<file path="config.mk">
export PLATFORM = sky130hd
export DESIGN_NAME = lsu
export DESIGN_NICKNAME = d
export VERILOG_FILES = /design/src/rtl/mips_pkg.sv /design/src/rtl/lsu_load_align.sv /design/src/rtl/lsu.sv
export SDC_FILE = /design/constraint.sdc
export NUM_CORES = 1
export LEC_CHECK = 0
export BUFFER_PORTS_ARGS = -buffer_cell sky130_fd_sc_hd__buf_4
export CAP_MARGIN = 20
export CORE_MARGIN = 4
export CORE_UTILIZATION = 54
export DETAILED_ROUTE_END_ITERATION = 8
export GPL_TIMING_DRIVEN = 0
export HOLD_SLACK_MARGIN = 0.15
export MAX_ROUTING_LAYER = met4
export PLACE_DENSITY = 0.86
export SYNTH_ARGS = -nofsm -noshare
export SYNTH_HDL_FRONTEND = slang
export SYNTH_HIERARCHICAL = 1
export SYNTH_SLANG_ARGS = --single-unit
export TNS_END_PERCENT = 30
</file>
<file path="constraint.sdc">
create_clock -name clk -period 3.51 [get_ports clk]
set_input_delay 0.5265 -clock clk [delete_from_list [all_inputs] [get_ports clk]]
set_output_delay 0.5265 -clock clk [all_outputs]
set_load 0.02 [all_outputs]
</file>
<file path="src/rtl/mips_pkg.sv">
// Shared MIPS datapath types: load/store opcodes, LSU fault causes, LSU FSM states,
// plus small helpers for access-size alignment checks.
package mips_pkg;

  typedef enum logic [2:0] {LB, LBU, LH, LHU, LW, SB, SH, SW} lsu_op_t;

  typedef enum logic [1:0] {
    NONE     = 2'd0,
    MISALIGN = 2'd1,
    TIMEOUT  = 2'd2
  } lsu_cause_t;

  typedef enum logic [1:0] {StIdle, StReq, StWait, StResp} lsu_state_t;

  function automatic logic is_store(lsu_op_t op);
    return (op == SB) || (op == SH) || (op == SW);
  endfunction

  // True when the low address bits violate the natural alignment of the access size.
  function automatic logic is_misaligned(lsu_op_t op, logic [1:0] lo);
    case (op)
      LH, LHU, SH: return lo[0];
      LW, SW:      return lo != 2'b00;
      default:     return 1'b0;
    endcase
  endfunction

  // Clears the low address bits that the access size does not allow.
  function automatic logic [1:0] align_low(lsu_op_t op, logic [1:0] lo);
    case (op)
      LH, LHU, SH: return {lo[1], 1'b0};
      LW, SW:      return 2'b00;
      default:     return lo;
    endcase
  endfunction

endpackage

</file>
<file path="src/rtl/lsu_load_align.sv">
// Load data alignment: selects the addressed byte/halfword lane of a little-endian
// word and sign- or zero-extends it to 32 bits. LW (and any store op) passes through.
module lsu_load_align
  import mips_pkg::*;
(
  input  lsu_op_t     op_i,
  input  logic [1:0]  addr_lo_i,
  input  logic [31:0] rdata_i,
  output logic [31:0] data_o
);

  logic [7:0]  byte_sel;
  logic [15:0] half_sel;

  // Lane select followed by extension chosen by the opcode.
  always_comb begin
    byte_sel = rdata_i[7:0];
    case (addr_lo_i)
      2'd0: byte_sel = rdata_i[7:0];
      2'd1: byte_sel = rdata_i[15:8];
      2'd2: byte_sel = rdata_i[23:16];
      2'd3: byte_sel = rdata_i[31:24];
      default: byte_sel = rdata_i[7:0];
    endcase
    half_sel = addr_lo_i[1] ? rdata_i[31:16] : rdata_i[15:0];

    case (op_i)
      LB:      data_o = {{24{byte_sel[7]}}, byte_sel};
      LBU:     data_o = {24'h0, byte_sel};
      LH:      data_o = {{16{half_sel[15]}}, half_sel};
      LHU:     data_o = {16'h0, half_sel};
      default: data_o = rdata_i;
    endcase
  end

endmodule

</file>
<file path="src/rtl/lsu.sv">
// Load/store unit: one single-beat access in flight over a valid/ready bus, with
// store lane replication, load extension, bus timeout and a one-cycle response.
// Build option LSU_MISALIGN_TRAP_EN: misaligned halfword/word accesses fault
// (cause MISALIGN) without touching the bus; otherwise the low bits are dropped.
module lsu
  import mips_pkg::*;
#(
  parameter int unsigned TIMEOUT_CYCLES = 255
) (
  input  logic        clk,
  input  logic        reset,
  input  logic        req_valid,
  output logic        req_ready,
  input  lsu_op_t     req_op,
  input  logic [31:0] req_addr,
  input  logic [31:0] req_wdata,
  input  logic [4:0]  req_rd,
  output logic        mem_valid,
  input  logic        mem_ready,
  output logic        mem_write,
  output logic [31:0] mem_addr,
  output logic [3:0]  mem_wstrb,
  output logic [31:0] mem_wdata,
  input  logic        mem_rvalid,
  input  logic [31:0] mem_rdata,
  output logic        resp_valid,
  output logic        resp_we,
  output logic [4:0]  resp_rd,
  output logic [31:0] resp_data,
  output logic        resp_fault,
  output logic [1:0]  resp_cause,
  output logic        busy
);

  localparam logic [7:0] TimeoutLast = 8'(TIMEOUT_CYCLES - 1);

  lsu_state_t  state_q, state_d;
  lsu_op_t     op_q, op_d;
  lsu_cause_t  cause_q, cause_d;
  logic [31:0] addr_q, addr_d;
  logic [31:0] wdata_q, wdata_d;
  logic [31:0] rdata_q, rdata_d;
  logic [4:0]  rd_q, rd_d;
  logic [7:0]  cnt_q, cnt_d;
  logic [31:0] load_data;

  lsu_load_align u_align (
    .op_i      (op_q),
    .addr_lo_i (addr_q[1:0]),
    .rdata_i   (rdata_q),
    .data_o    (load_data)
  );

  // Next-state logic: request latch, bus handshakes and timeout counting.
  always_comb begin
    state_d = state_q;
    op_d    = op_q;
    cause_d = cause_q;
    addr_d  = addr_q;
    wdata_d = wdata_q;
    rdata_d = rdata_q;
    rd_d    = rd_q;
    cnt_d   = cnt_q;
    unique case (state_q)
      StIdle: begin
        if (req_valid) begin
          op_d    = req_op;
          wdata_d = req_wdata;
          rd_d    = req_rd;
          rdata_d = '0;
          cnt_d   = '0;
          cause_d = NONE;
`ifdef LSU_MISALIGN_TRAP_EN
          addr_d = req_addr;
          if (is_misaligned(req_op, req_addr[1:0])) begin
            cause_d = MISALIGN;
            state_d = StResp;
          end else begin
            state_d = StReq;
          end
`else
          addr_d  = {req_addr[31:2], align_low(req_op, req_addr[1:0])};
          state_d = StReq;
`endif
        end
      end
      StReq: begin
        // A handshake on the final counted cycle still wins over the timeout.
        if (mem_ready) begin
          cnt_d   = '0;
          state_d = is_store(op_q) ? StResp : StWait;
        end else if (cnt_q == TimeoutLast) begin
          cause_d = TIMEOUT;
          state_d = StResp;
        end else begin
          cnt_d = cnt_q + 8'd1;
        end
      end
      StWait: begin
        if (mem_rvalid) begin
          rdata_d = mem_rdata;
          state_d = StResp;
        end else if (cnt_q == TimeoutLast) begin
          cause_d = TIMEOUT;
          state_d = StResp;
        end else begin
          cnt_d = cnt_q + 8'd1;
        end
      end
      StResp:  state_d = StIdle;
      default: state_d = StIdle;
    endcase
  end

  // State register; reset abandons any outstanding bus transaction.
  always_ff @(posedge clk) begin
    if (reset) begin
      state_q <= StIdle;
      op_q    <= LB;
      cause_q <= NONE;
      addr_q  <= '0;
      wdata_q <= '0;
      rdata_q <= '0;
      rd_q    <= '0;
      cnt_q   <= '0;
    end else begin
      state_q <= state_d;
      op_q    <= op_d;
      cause_q <= cause_d;
      addr_q  <= addr_d;
      wdata_q <= wdata_d;
      rdata_q <= rdata_d;
      rd_q    <= rd_d;
      cnt_q   <= cnt_d;
    end
  end

  // Outputs decode from state; everything is held at 0 while reset is asserted.
  always_comb begin
    req_ready  = 1'b0;
    busy       = 1'b0;
    mem_valid  = 1'b0;
    mem_write  = 1'b0;
    mem_addr   = '0;
    mem_wstrb  = '0;
    mem_wdata  = '0;
    resp_valid = 1'b0;
    resp_we    = 1'b0;
    resp_rd    = '0;
    resp_data  = '0;
    resp_fault = 1'b0;
    resp_cause = '0;
    if (!reset) begin
      req_ready = (state_q == StIdle);
      busy      = (state_q != StIdle);
      if (state_q == StReq) begin
        mem_valid = 1'b1;
        mem_write = is_store(op_q);
        mem_addr  = {addr_q[31:2], 2'b00};
        case (op_q)
          SB: begin
            mem_wdata = {4{wdata_q[7:0]}};
            mem_wstrb = 4'b0001 << addr_q[1:0];
          end
          SH: begin
            mem_wdata = {2{wdata_q[15:0]}};
            mem_wstrb = 4'b0011 << {addr_q[1], 1'b0};
          end
          SW: begin
            mem_wdata = wdata_q;
            mem_wstrb = 4'b1111;
          end
          default: ;
        endcase
      end
      if (state_q == StResp) begin
        resp_valid = 1'b1;
        resp_rd    = rd_q;
        resp_fault = (cause_q != NONE);
        resp_cause = cause_q;
        resp_we    = !is_store(op_q) && (cause_q == NONE);
        resp_data  = resp_we ? load_data : 32'h0;
      end
    end
  end

endmodule

</file>
== Word level (Yosys, flattened, before mapping) ==
Index checks and enable logic that the tools add are counted.

* Register bits after elaboration: 116
* Input bits: 109
* Output and inout bits: 114
* Word-level logic and storage cells: 101

* $add $sub $neg: 1
* Eq/ne operators: 22
* Shift operators: 2
* Mux-type cells: 50
* Reductions and logical operators: 18

{| class="wikitable"
|+ Operators with widths
! cell !! count
|-
| $mux W32 || 9
|-
| $pmux W32 S4 || 1
|-
| $pmux W32 S3 || 1
|-
| $pmux W32 S2 || 1
|-
| $mux W8 || 4
|-
| $pmux W8 S4 || 1
|-
| $pmux W8 S3 || 1
|-
| $mux W2 || 10
|-
| $eq A3 B3 Y1 const B || 6
|-
| $mux W16 || 1
|-
| $mux W1 || 13
|-
| $eq A3 B2 Y1 const B || 4
|-
| $pmux W4 S3 || 1
|-
| $mux W5 || 2
|-
| $add A8 B1 Y8 const B || 1
|-
| $eq A2 B2 Y1 const B || 4
|-
| $eq A8 B8 Y1 const B || 1
|-
| $mux W4 || 2
|-
| $ne A2 B2 Y1 const B || 4
|-
| $pmux W2 S4 || 1
|-
| $logic_not A2 Y1 || 3
|-
| $pmux W2 S3 || 1
|-
| $reduce_and A3 Y1 || 2
|-
| $reduce_bool A2 Y1 || 3
|-
| 14 further kinds || 16
|}

== Longest topological paths before layout ==
* Depth in word-level cells: 8
* Depth in mapped cells: 9
* Mapped depth without buffers: 6

== By module ==
Netlist, hierarchy kept.

{| class="wikitable"
|+ Modules (own cells, without submodules)
! module !! instances !! cells an instance !! area each (sq um) !! sequential area each (sq um)
|-
| lsu || 1 || 736 || 5566.6 || 2302.2
|-
| lsu_load_align || 1 || 123 || 739.5 || 0.0
|}

== Least setup slack after synthesis ==
Ideal clock, no wire load.

* Kind: register to output
* From: register state_q[1]
* To: output resp_data[22]
* Arrival time: 1.631 ns
* Required time: 2.984 ns
* Path slack: 1.352 ns
* Stages on the path, launching flop included: 6
* Buffers on the path: 1
* Cell sequence: dfxtp_1 ha_1 nor2b_2 nor3b_4 buf_6 and2_1

* Cells in the longest elaborated chain, start to end: 3

{| class="wikitable"
|+ RTL lines
! item !! line !! text
|-
| start: declaration || lsu.sv:37 || <nowiki>lsu_state_t state_q, state_d;</nowiki>
|-
| start signal: assignment || lsu.sv:118 || <nowiki>state_q <= StIdle;</nowiki>
|-
| start signal: assignment || lsu.sv:127 || <nowiki>state_q <= state_d;</nowiki>
|-
| $eq A2 B2 Y1 || lsu.sv:176 || <nowiki>if (state_q == StResp) begin</nowiki>
|-
| $mux W32 || lsu.sv:176 ||
|-
| $mux W32 || lsu.sv:153 || <nowiki>if (!reset) begin</nowiki>
|-
| end: declaration || lsu.sv:29 || <nowiki>output logic [31:0] resp_data,</nowiki>
|}

Every way passes these cells.

== Worst setup path after layout ==
* From: register state_q[1]
* To: output mem_wdata[24]

* Cells in the longest elaborated chain, start to end: 3

{| class="wikitable"
|+ RTL lines
! item !! line !! text
|-
| $eq A2 B1 Y1 || lsu.sv:156 || <nowiki>if (state_q == StReq) begin</nowiki>
|-
| $mux W32 || lsu.sv:156 ||
|-
| $mux W32 || lsu.sv:153 ||
|-
| end: declaration || lsu.sv:23 || <nowiki>output logic [31:0] mem_wdata,</nowiki>
|}

Every way passes these cells.

==> run metrics <==
Synth top cells by count=249 x sky130_fd_sc_hd__nand2_1, 132 x sky130_fd_sc_hd__a21oi_1, 115 x sky130_fd_sc_hd__dfxtp_1; top cell type's share of synthesized area=36.51%; final worst path period need=about 3.2 ns; setup violation total in the final timing report=0; Reg power frac=about a third; r2r startpoint=state_q[1]; count of clock tree sinks=approximately 120; power density over the cells=599.7 nW/um^2; setup repair after global routing missed its margin=false; Net Sw Frac=a little over a third; fraction of power consumed by the clock network=between 30% and 40%; critical hold path startpoint=req_addr[19]; instance area after placement=between 8000 and 9000 sq um; Comb pwr share=32.1%; final standard cell count with taps included and fillers excluded=between 1,000 and 1,500; cell depth of the worst hold path=3; Synth area leaders=sky130_fd_sc_hd__dfxtp_1 37%, sky130_fd_sc_hd__nand2_1 15%, sky130_fd_sc_hd__a21oi_1 10%; count of synthesis-stage warnings from yosys=6; starting utilization of the core area=between 50% and 60%; vias in the first global route=approximately 6,700; share of async-settable or async-resettable flops after synthesis=0%; maximum clock frequency=slightly above 300 MHz; clock transition at the registers of the reported paths=approximately 0.05 ns; count of endpoints failing hold in the final timing report=0; first-pass detailed-route iteration total=5; worst-path maximum fanout=10; Arr. time, crit path=about 2.7 ns; wire length of the first global-routing pass=33,020 um; detailed placement HPWL=around 15,000 um; WP data required=between 2 and 3 ns; Routed WL per cell=16.94 um; pin count of the biggest net entering global routing=17; DRC violation total after the first TritonRoute iteration=692; Yosys reg bits=~120; worst hold-check path type=in2reg; worst ir drop on vdd=slightly above 0.0005 V; die span in x=between 100 and 150 um; Worst-Margin Slew=~0.7 ns; floorplan die area=~13,000 sq um; number of pins exceeding their max-slew limit in the final report=0; cts repair resizes=0; Most used DFF post-synth=sky130_fd_sc_hd__dfxtp_1; global-route usage over all layers=between 30% and 40%; sequential share of the synthesized area=~37%; DRC viols=0; largest area contributor in the synthesized netlist=sky130_fd_sc_hd__dfxtp_1; number of standard-cell rows in the floorplan=39; clock tree root buffer cell=sky130_fd_sc_hd__clkbuf_16; Max-Cap Viols=0; setup repair bufs after CTS=0; clock tree from TritonCTS=built; vertical die dimension=around 120 um; post-synthesis cell count=~860; aggregate negative setup slack=0 ns; final-stage net count=~1,200; count of unique library cells instantiated by Yosys=62; IO Port Bufs=approximately 220; post-synthesis area per instance=7.341 sq um; final WL=21,250 um; most instantiated library cell after synthesis=sky130_fd_sc_hd__nand2_1; Critical Path Start Type=flip-flop; via count of the routed design=roughly 7,100; post-route clock period utilization=91.38%; max-slew headroom at the worst pin=between 50% and 60%; Setup Skew=a little under 0.009 ns; maximum clock insertion buffer count=2; switching component of the power=1.839 mW; sum of overflow across all layers after global routing=0; path type of the worst setup path=reg2out; number of H-tree branching levels=4; area added between synthesis and finish=39.25%; outcome=finished clean; leakage component of the power=between 3 and 4 nW; Core Region=~11,000 sq um; total I/O pin count=between 200 and 250; global placement routability congestion=around 0.96; # placed instances=1,222; crit path from=state_q[1]; Pint=about 3.4 mW; cts hold-fix bufs=0; Worst Reg2Reg Path Length in Cells=7; TritonCTS buffer count=17; synthesized area=6306 sq um; number of antenna repair diodes=0; number of synthesized flops with an enable pin=0; remaining antenna violation count=0; clock latency on the worst-skew pair=about 0.42 ns; area of all placed cells without fillers=about 8800 sq um; share of post-route cells with drive strength above 1=between 20 and 30%; kind of end point of the critical path=output pin; number of antenna violations at the first check in global routing=0; number of vias per cell after detailed routing=roughly 5.7
power by group through the flow:
stage                     combinational, mW  clock (mW)  sequential, mW
after floorplan                        1.17           0            1.62
after global placement                 1.61           0            1.67
after detailed placement               1.64           0            1.68
after CTS                              1.67        1.92            1.66
after global routing                   1.86        1.99            1.69
final                                  1.69        1.91            1.66
worst max-delay path, cell delays in order (launching register included):
cell and delay [ns]:
sky130_fd_sc_hd__dfxtp_1 0.36, sky130_fd_sc_hd__inv_1 0.10, sky130_fd_sc_hd__ha_1 0.20, sky130_fd_sc_hd__nor2b_1 0.50, sky130_fd_sc_hd__clkbuf_2 0.34, sky130_fd_sc_hd__nand2_1 0.26, sky130_fd_sc_hd__a21oi_1 0.30, sky130_fd_sc_hd__buf_4 0.20
state kept, by name, summed over array words and instances, names as in the netlist:
signal	flops
addr_q	32
cnt_q	8
op_q	3
state_q	2
wdata_q	32
rdata_q	32
rd_q	5
cause_q	1
cell usage in the layout (no fill, tap or decap), types with 12 or more instances in the layout:
cell type,instances
sky130_fd_sc_hd__nand2_1,249
sky130_fd_sc_hd__buf_4,227
sky130_fd_sc_hd__a21oi_1,132
sky130_fd_sc_hd__dfxtp_1,115
sky130_fd_sc_hd__and2_1,70
sky130_fd_sc_hd__clkbuf_1,40
sky130_fd_sc_hd__nand4_1,34
sky130_fd_sc_hd__nor2_1,26
sky130_fd_sc_hd__o21ai_0,18
sky130_fd_sc_hd__buf_2,17
sky130_fd_sc_hd__clkbuf_16,17
sky130_fd_sc_hd__mux2_2,12
sky130_fd_sc_hd__a22oi_1,12
final timing paths:
check	slack (ns)	endpoint
setup / recovery	0.30	mem_wdata[24]
setup reg to reg	1.45	wdata_q[5]
hold reg to reg	0.45	addr_q[19]
hold / removal	0.35	addr_q[19]
cells by family (layout without fill, tap and decap cells):
kind of cell / after synthesis / in the layout / share of synthesized area (%)
AO/OA/AOI/OAI: 198 / 198 / 18.61
XOR/XNOR: 2 / 2 / 0.2778
adder cells (fa/ha/maj): 7 / 7 / 1.389
buffers and inverters: 88 / 338 / 7.282
flip-flops: 115 / 115 / 36.51
multiplexers: 18 / 18 / 3.770
other: 1 / 3 / 0.05947
AND/OR/NAND/NOR: 430 / 430 / 32.10
per-stage QoR:
stage / utilization (%) / total power, mW / hold WS [ns] / worst slack [ns]
CTS: 76.90 / 5.243 / 0.3428 / 0.3747
global route: 76.90 / 5.532 / 0.3481 / 0.2426
detailed placement: 71.19 / 3.318 / 0.4418 / 0.8310
floorplan: - / 2.793 / 0.4317 / 1.352
global placement: 71.19 / 3.276 / 0.4371 / 0.8437
finish: 76.90 / 5.266 / 0.3519 / 0.3025
cell type report:
class	instances	area [sq um]
clock inverters	10	177.7
clock buffers	22	474.2
plain buffers	77	417.9
well taps	143	178.9
multi-input cells	658	3552
inverters	11	41.29
fillers	919	2638
flip-flops and latches	115	2302
repair buffers	218	1637
layer usage:
metal | global-route usage [%] | wire length (um) | vias to the layer above | share of wire [%]
li1 | - | - | 3369 | -
met3 | 9.608 | 2116 | 77 | 10
met2 | 49.10 | 9798 | 411 | 46
met1 | 38.52 | 8462 | 3244 | 40
met5 | - | 0 | - | 0
met4 | 17.25 | 870 | 0 | 4.1
(Power assumes the default switching activity.)
